File: src/rtl/ycbcr_skin_seg_if.sv
// Pixel stream bundle for ycbcr_skin_seg: the RGB input side and the segmented output side.
// Valid-only streaming: a beat transfers on every rising edge where *_valid is high;
// there is no ready, so the sink must accept every beat and sof/eof are meaningful only with valid.
interface skin_seg_if #(
  parameter int PW = 12
);
  logic          in_valid;
  logic [PW-1:0] in_pixel;
  logic          in_sof;
  logic          in_eof;
  logic          out_valid;
  logic [PW-1:0] out_pixel;
  logic          out_sof;
  logic          out_eof;

  modport master (
    output in_valid, in_pixel, in_sof, in_eof,
    input  out_valid, out_pixel, out_sof, out_eof
  );

  modport slave (
    input  in_valid, in_pixel, in_sof, in_eof,
    output out_valid, out_pixel, out_sof, out_eof
  );
endinterface

File: src/rtl/ycbcr_skin_seg.sv
// Three-stage RGB->YCbCr skin segmenter with frame-synchronous saturating threshold edits.
// Optional skin-pixel statistics are built only when SKIN_SEG_STATS_EN is defined.
module ycbcr_skin_seg #(
  parameter int CH_W       = 4,
  parameter int STEP       = 1,
  parameter int CNT_W      = 20,
  parameter int Y_LO_INIT  = 50,
  parameter int Y_HI_INIT  = 255,
  parameter int CB_LO_INIT = 77,
  parameter int CB_HI_INIT = 132,
  parameter int CR_LO_INIT = 135,
  parameter int CR_HI_INIT = 173
) (
  input  logic             clk,
  input  logic             rst_n,
  skin_seg_if.slave        io_pix,
  input  logic             i_mode,
  input  logic             i_th_sel,
  input  logic             i_th_inc,
  input  logic             i_th_dec,
  output logic [2:0]       o_sel_idx,
  output logic [CNT_W-1:0] o_skin_count,
  output logic             o_count_valid
);
  localparam int PW = 3 * CH_W;
  localparam logic [7:0] TH_INIT [6] = '{8'(Y_LO_INIT), 8'(Y_HI_INIT), 8'(CB_LO_INIT),
                                         8'(CB_HI_INIT), 8'(CR_LO_INIT), 8'(CR_HI_INIT)};

  logic [7:0] w_r8, w_g8, w_b8;
  always_comb begin
    w_r8 = 8'(io_pix.in_pixel[PW-1 -: CH_W]) << (8 - CH_W);
    w_g8 = 8'(io_pix.in_pixel[2*CH_W-1 -: CH_W]) << (8 - CH_W);
    w_b8 = 8'(io_pix.in_pixel[CH_W-1:0]) << (8 - CH_W);
  end

  // Stage 1: the nine coefficient products
  logic          r1_valid, r1_sof, r1_eof;
  logic [PW-1:0] r1_pix;
  logic [15:0]   r1_yr, r1_yg, r1_yb, r1_br, r1_bg, r1_bb, r1_rr, r1_rg, r1_rb;
  always_ff @(posedge clk or negedge rst_n) begin
    if (!rst_n) begin
      r1_valid <= 1'b0;
      r1_sof   <= 1'b0;
      r1_eof   <= 1'b0;
      r1_pix   <= '0;
      r1_yr    <= '0;
      r1_yg    <= '0;
      r1_yb    <= '0;
      r1_br    <= '0;
      r1_bg    <= '0;
      r1_bb    <= '0;
      r1_rr    <= '0;
      r1_rg    <= '0;
      r1_rb    <= '0;
    end else begin
      r1_valid <= io_pix.in_valid;
      r1_sof   <= io_pix.in_valid && io_pix.in_sof;
      r1_eof   <= io_pix.in_valid && io_pix.in_eof;
      r1_pix   <= io_pix.in_pixel;
      r1_yr    <= 16'(w_r8) * 16'd77;
      r1_yg    <= 16'(w_g8) * 16'd150;
      r1_yb    <= 16'(w_b8) * 16'd29;
      r1_br    <= 16'(w_r8) * 16'd43;
      r1_bg    <= 16'(w_g8) * 16'd85;
      r1_bb    <= 16'(w_b8) * 16'd128;
      r1_rr    <= 16'(w_r8) * 16'd128;
      r1_rg    <= 16'(w_g8) * 16'd107;
      r1_rb    <= 16'(w_b8) * 16'd21;
    end
  end

  function automatic logic [7:0] clamp8(input logic signed [18:0] v);
    logic signed [18:0] s;
    s = v >>> 8;
    if (s < 19'sd0)        return 8'd0;
    else if (s > 19'sd255) return 8'hff;
    else                   return s[7:0];
  endfunction

  // Stage 2: signed sums with chroma offset, then shift and clamp
  logic signed [18:0] w_ys, w_cbs, w_crs;
  always_comb begin
    w_ys  = 19'(r1_yr) + 19'(r1_yg) + 19'(r1_yb);
    w_cbs = 19'(r1_bb) - 19'(r1_br) - 19'(r1_bg) + 19'sd32768;
    w_crs = 19'(r1_rr) - 19'(r1_rg) - 19'(r1_rb) + 19'sd32768;
  end

  logic          r2_valid, r2_sof, r2_eof;
  logic [PW-1:0] r2_pix;
  logic [7:0]    r2_y, r2_cb, r2_cr;
  always_ff @(posedge clk or negedge rst_n) begin
    if (!rst_n) begin
      r2_valid <= 1'b0;
      r2_sof   <= 1'b0;
      r2_eof   <= 1'b0;
      r2_pix   <= '0;
      r2_y     <= '0;
      r2_cb    <= '0;
      r2_cr    <= '0;
    end else begin
      r2_valid <= r1_valid;
      r2_sof   <= r1_sof;
      r2_eof   <= r1_eof;
      r2_pix   <= r1_pix;
      r2_y     <= clamp8(w_ys);
      r2_cb    <= clamp8(w_cbs);
      r2_cr    <= clamp8(w_crs);
    end
  end

  // Threshold edit path: working set is edited, active set is copied at sof
  logic [7:0] r_wk  [6];
  logic [7:0] r_act [6];
  logic       r_act_mode;
  logic [2:0] r_sel;
  logic [7:0] w_cur, w_inc_sat, w_dec_sat;
  logic [8:0] w_inc_v;
  logic       w_load;
  always_comb begin
    w_cur     = r_wk[r_sel];
    w_inc_v   = {1'b0, w_cur} + 9'(STEP);
    w_inc_sat = w_inc_v[8] ? 8'hff : w_inc_v[7:0];
    w_dec_sat = (w_cur < 8'(STEP)) ? 8'd0 : w_cur - 8'(STEP);
    w_load    = r2_valid && r2_sof;
  end

  always_ff @(posedge clk or negedge rst_n) begin
    if (!rst_n) begin
      for (int i = 0; i < 6; i++) begin
        r_wk[i]  <= TH_INIT[i];
        r_act[i] <= TH_INIT[i];
      end
      r_sel      <= 3'd0;
      r_act_mode <= 1'b0;
    end else begin
      if (i_th_inc && !i_th_dec)      r_wk[r_sel] <= w_inc_sat;
      else if (i_th_dec && !i_th_inc) r_wk[r_sel] <= w_dec_sat;
      if (i_th_sel) r_sel <= (r_sel == 3'd5) ? 3'd0 : r_sel + 3'd1;
      // The copy sees the working set before this cycle's edit
      if (w_load) begin
        for (int i = 0; i < 6; i++) r_act[i] <= r_wk[i];
        r_act_mode <= i_mode;
      end
    end
  end

  // Stage 3: the sof pixel is judged with the freshly loaded set
  logic [7:0] w_th [6];
  logic       w_mode, w_skin;
  always_comb begin
    for (int i = 0; i < 6; i++) w_th[i] = w_load ? r_wk[i] : r_act[i];
    w_mode = w_load ? i_mode : r_act_mode;
    w_skin = (w_th[4] < r2_cr) && (r2_cr < w_th[5]) &&
             (w_th[2] < r2_cb) && (r2_cb < w_th[3]) &&
             (w_th[0] <= r2_y) && (r2_y <= w_th[1]);
  end

  logic          r_out_valid, r_out_sof, r_out_eof;
  logic [PW-1:0] r_out_pixel;
  always_ff @(posedge clk or negedge rst_n) begin
    if (!rst_n) begin
      r_out_valid <= 1'b0;
      r_out_sof   <= 1'b0;
      r_out_eof   <= 1'b0;
      r_out_pixel <= '0;
    end else begin
      r_out_valid <= r2_valid;
      r_out_sof   <= r2_valid && r2_sof;
      r_out_eof   <= r2_valid && r2_eof;
      r_out_pixel <= (r2_valid && w_skin) ? (w_mode ? r2_pix : {PW{1'b1}}) : '0;
    end
  end

  assign io_pix.out_valid = r_out_valid;
  assign io_pix.out_sof   = r_out_sof;
  assign io_pix.out_eof   = r_out_eof;
  assign io_pix.out_pixel = r_out_pixel;
  assign o_sel_idx        = r_sel;

`ifdef SKIN_SEG_STATS_EN
  // Counted alongside stage 3 so the publish lands on the eof output cycle
  logic [CNT_W-1:0] r_cnt, r_skin_count, w_cnt_base, w_cnt_next;
  logic             r_count_valid;
  always_comb begin
    w_cnt_base = r2_sof ? '0 : r_cnt;
    w_cnt_next = (w_skin && (w_cnt_base != {CNT_W{1'b1}})) ? w_cnt_base + CNT_W'(1) : w_cnt_base;
  end

  always_ff @(posedge clk or negedge rst_n) begin
    if (!rst_n) begin
      r_cnt         <= '0;
      r_skin_count  <= '0;
      r_count_valid <= 1'b0;
    end else begin
      r_count_valid <= 1'b0;
      if (r2_valid) begin
        if (r2_eof) begin
          r_skin_count  <= w_cnt_next;
          r_count_valid <= 1'b1;
          r_cnt         <= '0;
        end else begin
          r_cnt <= w_cnt_next;
        end
      end
    end
  end

  assign o_skin_count  = r_skin_count;
  assign o_count_valid = r_count_valid;
`else
  assign o_skin_count  = '0;
  assign o_count_valid = 1'b0;
`endif
endmodule
File: src/flat_wrapper.sv
// flat-port wrapper written by rule: the top's interface ports become plain ports
module ycbcr_skin_seg_flat 
#(
  parameter int CH_W       = 4,
  parameter int STEP       = 1,
  parameter int CNT_W      = 20,
  parameter int Y_LO_INIT  = 50,
  parameter int Y_HI_INIT  = 255,
  parameter int CB_LO_INIT = 77,
  parameter int CB_HI_INIT = 132,
  parameter int CR_LO_INIT = 135,
  parameter int CR_HI_INIT = 173
)
  (clk, rst_n, i_mode, i_th_sel, i_th_inc, i_th_dec, o_sel_idx, o_skin_count, o_count_valid, io_pix_in_valid, io_pix_in_pixel, io_pix_in_sof, io_pix_in_eof, io_pix_out_valid, io_pix_out_pixel, io_pix_out_sof, io_pix_out_eof);
  skin_seg_if io_pix_i ();
  input  logic clk;
  input  logic rst_n;
  input  logic i_mode;
  input  logic i_th_sel;
  input  logic i_th_inc;
  input  logic i_th_dec;
  output logic [2:0] o_sel_idx;
  output logic [CNT_W-1:0] o_skin_count;
  output logic o_count_valid;
  input wire logic [$bits(io_pix_i.in_valid)-1:0] io_pix_in_valid;
  input wire logic [$bits(io_pix_i.in_pixel)-1:0] io_pix_in_pixel;
  input wire logic [$bits(io_pix_i.in_sof)-1:0] io_pix_in_sof;
  input wire logic [$bits(io_pix_i.in_eof)-1:0] io_pix_in_eof;
  output wire logic [$bits(io_pix_i.out_valid)-1:0] io_pix_out_valid;
  output wire logic [$bits(io_pix_i.out_pixel)-1:0] io_pix_out_pixel;
  output wire logic [$bits(io_pix_i.out_sof)-1:0] io_pix_out_sof;
  output wire logic [$bits(io_pix_i.out_eof)-1:0] io_pix_out_eof;
  assign io_pix_i.in_valid = io_pix_in_valid;
  assign io_pix_i.in_pixel = io_pix_in_pixel;
  assign io_pix_i.in_sof = io_pix_in_sof;
  assign io_pix_i.in_eof = io_pix_in_eof;
  assign io_pix_out_valid = io_pix_i.out_valid;
  assign io_pix_out_pixel = io_pix_i.out_pixel;
  assign io_pix_out_sof = io_pix_i.out_sof;
  assign io_pix_out_eof = io_pix_i.out_eof;
  ycbcr_skin_seg #(.CH_W(CH_W), .STEP(STEP), .CNT_W(CNT_W), .Y_LO_INIT(Y_LO_INIT), .Y_HI_INIT(Y_HI_INIT), .CB_LO_INIT(CB_LO_INIT), .CB_HI_INIT(CB_HI_INIT), .CR_LO_INIT(CR_LO_INIT), .CR_HI_INIT(CR_HI_INIT)) u_core (.clk(clk), .rst_n(rst_n), .io_pix(io_pix_i), .i_mode(i_mode), .i_th_sel(i_th_sel), .i_th_inc(i_th_inc), .i_th_dec(i_th_dec), .o_sel_idx(o_sel_idx), .o_skin_count(o_skin_count), .o_count_valid(o_count_valid));
endmodule
File: config.mk
export PLATFORM = sky130hd
export DESIGN_NAME = ycbcr_skin_seg_flat
export DESIGN_NICKNAME = d
export VERILOG_FILES = /design/src/rtl/ycbcr_skin_seg_if.sv /design/src/rtl/ycbcr_skin_seg.sv /design/src/flat_wrapper.sv
export SDC_FILE = /design/constraint.sdc
export NUM_CORES = 1
export LEC_CHECK = 0
export BUFFER_PORTS_ARGS = -buffer_cell sky130_fd_sc_hd__buf_2
export CORE_ASPECT_RATIO = 1.1
export CORE_MARGIN = 1.5
export CORE_UTILIZATION = 25
export CTS_BUF_LIST = sky130_fd_sc_hd__clkbuf_2
export DETAILED_ROUTE_END_ITERATION = 6
export GPL_ROUTABILITY_DRIVEN = 0
export GPL_TIMING_DRIVEN = 1
export HOLD_SLACK_MARGIN = 0.08
export PLACE_DENSITY = 0.47
export RECOVER_POWER = 50
export SYNTH_ARGS = -nofsm -noshare
export SYNTH_HDL_FRONTEND = slang
export SYNTH_SLANG_ARGS = --single-unit
export TNS_END_PERCENT = 50
File: constraint.sdc
create_clock -name clk -period 3.2 [get_ports clk]
set_clock_uncertainty 0.1 [all_clocks]
set_input_delay 0.16 -clock clk [delete_from_list [all_inputs] [get_ports clk]]
set_output_delay 0.16 -clock clk [all_outputs]
set_load 0.01 [all_outputs]
# Yosys cells after proc, flatten, opt, wreduce, memory -nomap -nowiden
# Index checks and enable logic that the tools add are counted.
[word_totals]
in_bits = 21
output_inout_bits = 39
ff_bits = 249
elab_cells = 116
[op_classes]
n_reduce_logical = 16
n_bitwise = 1
n_lt_le_gt_ge = 15
n_eq_ne = 1
mul = 7
mux = 27
addsub = 11
[op_table]
columns = ["cell", "count"]
rows = [
  ["$mux 8", 17],
  ["$bwmux 48", 2],
  ["$mux 48", 2],
  ["$mul 4x7->11 const B", 4],
  ["$add 19x16->19 const B", 2],
  ["$gt 11x9->1 const B", 3],
  ["$lt 11x1->1 const B", 3],
  ["$lt 8x8->1", 4],
  ["$bmux 8 s3", 1],
  ["$demux 8 s3", 1],
  ["$mux 12", 2],
  ["$sub 19x13->19", 1],
  ["$sub 19x15->19", 1],
  ["$add 17x13->18", 1],
  ["$mul 4x5->9 const B", 2],
  ["$add 15x16->17", 1],
  ["$le 8x8->1", 2],
  ["$sub 15x14->16", 1],
  ["$sub 15x15->16", 1],
  ["$logic_and 1x1->1", 13],
  ["$mul 4x6->10 const B", 1],
  ["$add 8x1->9 const B", 1],
  ["$lt 8x1->1 const B", 1],
  ["$sub 8x1->8 const B", 1],
  ["other kinds (9)", 10],
]

# Logic depth before layout (Yosys ltp)
[logic_depth]
word_depth = 10
depth_mapped = 15
ltp_nobuf = 15

# Least setup slack after synthesis
# No wires, ideal clock.
[synth_timing]
path_kind = "flip-flop to flip-flop"
start = "register u_core.r2_valid"
end = "register u_core.r_out_pixel[10], in the netlist u_core.io_pix.out_pixel[10]"
path_slack_ns = -0.103
synth_period_minus_slack_ns = 3.303
t_required_ns = 2.999
path_buffers = 3
stages_incl_launch_ff = 12
setup_time_ns = 0.101
t_arrival_ns = 3.102
cell_sequence = "dfrtp_1 nand2_1 clkbuf_1 clkbuf_1 mux2i_1 ha_1 a222oi_1 nand3_1 nor3_1 o21ai_0 clkbuf_1 nor4_1"
[synth_via]
elab_chain_len = 10
elab_cells_between_ends = 22
cone_classes = "order compare (6); mux (9); reduce/logical (7)"
[synth_rtl]
columns = ["element", "line_no", "text"]
rows = [
  ["start, declared", "ycbcr_skin_seg.sv:88", "logic r2_valid, r2_sof, r2_eof;"],
  ["start signal, assigned", "ycbcr_skin_seg.sv:101", "r2_valid <= r1_valid;"],
  ["$logic_and 1x1->1", "ycbcr_skin_seg.sv:124", "w_load = r2_valid && r2_sof;"],
  ["$mux 8", "ycbcr_skin_seg.sv:151", "for (int i = 0; i < 6; i++) w_th[i] = w_load ? r_wk[i] : r_act[i];"],
  ["$lt 8x8->1", "ycbcr_skin_seg.sv:153", "w_skin = (w_th[4] < r2_cr) && (r2_cr < w_th[5]) &&"],
  ["$logic_and 1x1->1 (2 in series)", "ycbcr_skin_seg.sv:153", ""],
  ["$logic_and 1x1->1 (2 in series)", "ycbcr_skin_seg.sv:154", "(w_th[2] < r2_cb) && (r2_cb < w_th[3]) &&"],
  ["$logic_and 1x1->1", "ycbcr_skin_seg.sv:155", "(w_th[0] <= r2_y) && (r2_y <= w_th[1]);"],
  ["$logic_and 1x1->1", "ycbcr_skin_seg.sv:170", "r_out_pixel <= (r2_valid && w_skin) ? (w_mode ? r2_pix : {PW{1'b1}}) : '0;"],
  ["$mux 12 *", "ycbcr_skin_seg.sv:170", ""],
  ["end signal, assigned", "ycbcr_skin_seg.sv:170", ""],
  ["end, declared", "ycbcr_skin_seg.sv:159", "logic [PW-1:0] r_out_pixel;"],
]
# Mark *: on every way between the ends. The rest lies on a longest branch, timed or not.
# A chain may end at the register's enable or synchronous reset.

==> results list <==
- The pre-antenna-repair detailed-routing pass consisted of 5 iterations.
- Worst-case headroom to the max-slew limit: -17.0%
- # clock sinks: 225
* Critical setup path kind: reg2reg
* Number of remaining DRC errors: 0
- Non-Filler Instances: 2196
* Number of cells traversed by the worst hold path: 5
- Setup repair after global routing could not meet its margin everywhere.
- Leakage: 8.11 nW
* Switching Share: 42.4%
- Max Slew Vio Count: 178
* Dpl cells: 2027
- Clock latency on the worst-skew pair, taken at its later pin, is 0.92 ns.
- Fill count: 5520
- Number of storage elements in the synthesis netlist: 225
* Detailed Route Iter0 Violations: 284
- The worst setup path is launched from a flip-flop.
* Sum of buffers and inverters on the critical path: 5
* GRT Util Overall: 12.4%
- Entering global routing, the biggest net connects 80 pins.
- FMAX: 0.322 GHz
* Main synth FF type: sky130_fd_sc_hd__dfrtp_1
* Residual overflow from global routing: 0
* Initial antenna violation count: 1
- From synthesis to final layout, the design area changed by 22.3%.
- Setup slack on the worst flop-to-flop path: 0.09 ns
- Power share of the sequential group: 30.5%
- Proportion of synthesized chip area in sequential cells: 42.3%
- The endpoint identified for the worst register-to-register timing path is u_core.r2_cr[1].
* Yosys warns: 0
- Once detail routing completed, the nets flagged for antenna violations numbered 0.
- Number of buffers created by CTS: 66
- In this run the horizontal extent of the chip is 224 um.
* Number of global-route vias before repair: 9950
* Count of cells along the worst register-to-register path: 14
- 60 I/O pins were placed.
- Once the floorplan was initialized, standard cells occupied 25.2% of the core.
- HP Start: i_mode
* Post-detail-place hpwl: 25.3 mm
* Violated checks: capacitance limit, slew limit
* Syn Std Cell Area: 13500 um2
* Nets: 1686
- Cells along the critical path: buf_4 -> buf_4 -> ha_4 -> buf_4 -> a311o_1 -> nand2_1 -> xnor2_2 -> inv_2 -> ha_4 -> or3_1 -> o2111a_1 -> a221oi_2 -> buf_4 -> a21oi_1
- Mean instance size in the synthesized netlist: 10.9 um2
- Die area: 55300 um2
- Capture endpoint of the worst hold path: u_core.r_act_mode
* Asr flop ratio synth: 100%
- Synthesis handed over a netlist of 1241 instances.
* Number of distinct library cells after synthesis: 74
* Vertical die dimension: 246 um
- After detailed routing, the average wire length per cell comes to 15.2 um.
* Sum of internal, switching and leakage power: 15.3 mW
- After floorplanning, the core was divided into 89 placement rows.
* Number of buffers between clock root and the deepest sink: 3
* Number of synthesized flops with an enable pin: 0
* Number of hold violations in the final report: 0
* Placeable Area: 53500 um2
- In this run the clock root is driven by a sky130_fd_sc_hd__clkbuf_2.
* Highest net fanout along the worst path: 7
* PwrDens: 927 nW/um2
- Most used cell along the critical path: sky130_fd_sc_hd__buf_4
* Measured slew at the worst slew-check pin: 1.75 ns
* Classification of the worst-slack hold path: in2reg
- Final setup viols: 0
* Via count normalized by instance count: 4.36
- The largest individual stage delay along the critical path comes from the cell sky130_fd_sc_hd__dfrtp_1.
- Share of final-layout standard cells stronger than drive strength 1: 27.4%
- TritonCTS clock tree: yes
* Cell internal pwr: 8.80 mW
- STA classifies the critical path endpoint as a flip-flop.
* NetSw: 6.48 mW
- The critical path runs through a total of 14 cells.
- WHS: 0.192 ns
* Share of power burned in combinational logic: 54.8%
- The flow ran to the end, but the final reports show violations.
- Cell family with most CP delay: compound AO/OA/AOI/OAI gates
- Crit path required time: 3.82 ns
* Final Critical Period: 3.11 ns
- Input and output buffers added on the ports amount to 38.
- CTS H-Tree Depth: 3
- Worst vdd ir: 0.362 mV
- In this run, the clock network consumes 14.7% of the power.
* Number of max-cap violations: 3
- The first global-routing pass estimated 53.0 mm of wire.
- Maximum single-stage delay on the critical path: 0.43 ns
* Worst Path Arrival: 3.73 ns
* Worst reg2reg path startpoint: u_core.r1_pix[8]
* Critical path launch point: u_core.r1_pix[8]
- Final clock period utilization by the worst path: 97.1%
- Count of vias placed by the detailed router: 9566
* Register clock-pin slew on the reported worst setup and hold paths: 0.09 ns
- Wire length reported by the detailed router: 33.4 mm
==> per-layer routing <==
layer  track usage, %  routed length (um)
met4             5.11                 920
met5                0                   0
met3             2.50                1080
met1             15.4               15300
met2             21.0               16100
==> synth_stat cells (all sizes together) (18+ instances only) <==
| cell type | instances | area, um2 |
|---|---|---|
| fa | 18 | 360 |
| nand2 | 73 | 274 |
| xnor2 | 45 | 394 |
| buf | 29 | 228 |
| o21ai | 74 | 370 |
| inv | 126 | 473 |
| xor2 | 28 | 245 |
| a21oi | 54 | 274 |
| mux2i | 41 | 410 |
| dfrtp | 173 | 4330 |
| nor2 | 61 | 229 |
| ha | 182 | 2280 |
| dfstp | 52 | 1370 |
| mux2 | 57 | 642 |
==> worst register-to-register path, stage by stage (launching register included) <==
cell	delay (ns)
sky130_fd_sc_hd__dfrtp_1	0.43
sky130_fd_sc_hd__buf_4	0.15
sky130_fd_sc_hd__buf_4	0.15
sky130_fd_sc_hd__ha_4	0.22
sky130_fd_sc_hd__buf_4	0.14
sky130_fd_sc_hd__a311o_1	0.29
sky130_fd_sc_hd__nand2_1	0.12
sky130_fd_sc_hd__xnor2_2	0.13
sky130_fd_sc_hd__inv_2	0.07
sky130_fd_sc_hd__ha_4	0.16
sky130_fd_sc_hd__or3_1	0.33
sky130_fd_sc_hd__o2111a_1	0.25
sky130_fd_sc_hd__a221oi_2	0.17
sky130_fd_sc_hd__buf_4	0.18
sky130_fd_sc_hd__a21oi_1	0.07
==> cell families (layout without fill, tap and decap cells) <==
kind of cell / count (synthesis) / after routing / synth area share [%]
AOI/OAI and AO/OA: 228 / 228 / 11.0
other: 1 / 22 / 0.0278
xor gates and xnor gates: 73 / 73 / 4.75
buffers and inverters: 172 / 424 / 5.67
adders and majority gates: 200 / 200 / 19.6
muxes: 98 / 98 / 7.81
and+or+nand+nor: 244 / 244 / 8.87
DFF: 225 / 225 / 42.3
==> worst max path at each step <==
| stage | end | slack [ns] |
|---|---|---|
| detailed placement | u_core.io_pix.out_pixel[9] | -0.19 |
| CTS | u_core.r_wk[31] | 0.0004 |
| global placement | u_core.io_pix.out_pixel[10] | -0.15 |
| global route | u_core.r2_cr[4] | -0.07 |
| finish | u_core.r2_cr[1] | 0.09 |
| floorplan | u_core.r2_cb[6] | 0.001 |
==> power by group through the flow <==
stage	registers (mW)	logic, mW	clock network (mW)
CTS	4.65	8.17	2.39
finish	4.66	8.38	2.25
global placement	4.68	7.77	0
detailed placement	4.70	7.90	0
global route	4.79	9.42	2.54
floorplan	4.46	5.30	0
==> state kept, by name (all words and copies together), names as in the netlist, 3 cells and up <==
register / count
u_core.r2_pix: 12
u_core.r_wk: 48
u_core.r2_cb: 8
u_core.r1_yg: 10
u_core.r2_cr: 8
u_core.r1_bg: 9
u_core.r1_br: 9
u_core.r1_rb: 6
u_core.r1_pix: 11
u_core.r1_yb: 7
u_core.r1_rg: 6
u_core.r_act: 48
u_core.r2_y: 8
u_core.io_pix.out_pixel: 12
u_core.r1_yr: 9
u_core.o_sel_idx: 3
==> stage by stage <==
| step | TNS (ns) | cell area, um2 | utilization [%] | setup WS, ns |
|---|---|---|---|---|
| 2_1_floorplan | 0 | 13600 | - | 0.00128 |
| 3_5_place_dp | -1.36 | 15000 | 28.1 | -0.193 |
| 5_1_grt | -0.435 | 16500 | 30.8 | -0.0683 |
| 6_report | 0 | 16500 | 30.8 | 0.0916 |
| 4_1_cts | 0 | 16200 | 30.3 | 0.000356 |
| 3_3_place_gp | -0.491 | 15000 | 28.1 | -0.147 |
==> cell type report <==
| class | instances | area (um2) | share of cell area, % |
|---|---|---|---|
| multi-input combinational | 864 | 7490 | 45.5 |
| sequential | 225 | 5700 | 34.6 |
| timing repair buffer | 181 | 1340 | 8.11 |
| tap | 682 | 853 | 5.18 |
| clock buffer | 96 | 480 | 2.92 |
| inverter | 127 | 477 | 2.89 |
| clock inverter | 20 | 141 | 0.858 |
| antenna | 1 | 2.50 | 0.0152 |
==> timing repair <==
action	in CTS	in global routing
hold buffers	41	0
resized for setup	21	55
setup buffers	2	9
endpoints found under the setup margin	32	43
hold endpoints to repair	360	0
pin swaps	5	25
==> layout by cell type, fill, tap and decap left out, types with 8 or more instances in the layout <==
cell                            count
sky130_fd_sc_hd__o21bai_1           9
sky130_fd_sc_hd__or3_1             10
sky130_fd_sc_hd__o21ai_0           31
sky130_fd_sc_hd__xnor2_1           44
sky130_fd_sc_hd__dfstp_2           52
sky130_fd_sc_hd__ha_1             175
sky130_fd_sc_hd__mux2_2            55
sky130_fd_sc_hd__buf_4             94
sky130_fd_sc_hd__a21oi_2            8
sky130_fd_sc_hd__clkbuf_2          97
sky130_fd_sc_hd__fa_1              18
sky130_fd_sc_hd__inv_1            122
sky130_fd_sc_hd__clkbuf_1          14
sky130_fd_sc_hd__a21o_1            16
sky130_fd_sc_hd__mux2i_1           38
sky130_fd_sc_hd__nor2_1            58
sky130_fd_sc_hd__o21a_1             9
sky130_fd_sc_hd__o21ai_1           41
sky130_fd_sc_hd__nor2b_1           13
sky130_fd_sc_hd__dlygate4sd3_1     40
sky130_fd_sc_hd__conb_1            21
sky130_fd_sc_hd__nand3_1            9
sky130_fd_sc_hd__nand2_1           72
sky130_fd_sc_hd__xor2_1            27
sky130_fd_sc_hd__buf_2             30
sky130_fd_sc_hd__nand4_1           13
sky130_fd_sc_hd__dfrtp_1          172
sky130_fd_sc_hd__clkinv_1          14
sky130_fd_sc_hd__a21oi_1           46
No activity file was read; power rests on OpenSTA's default activity.
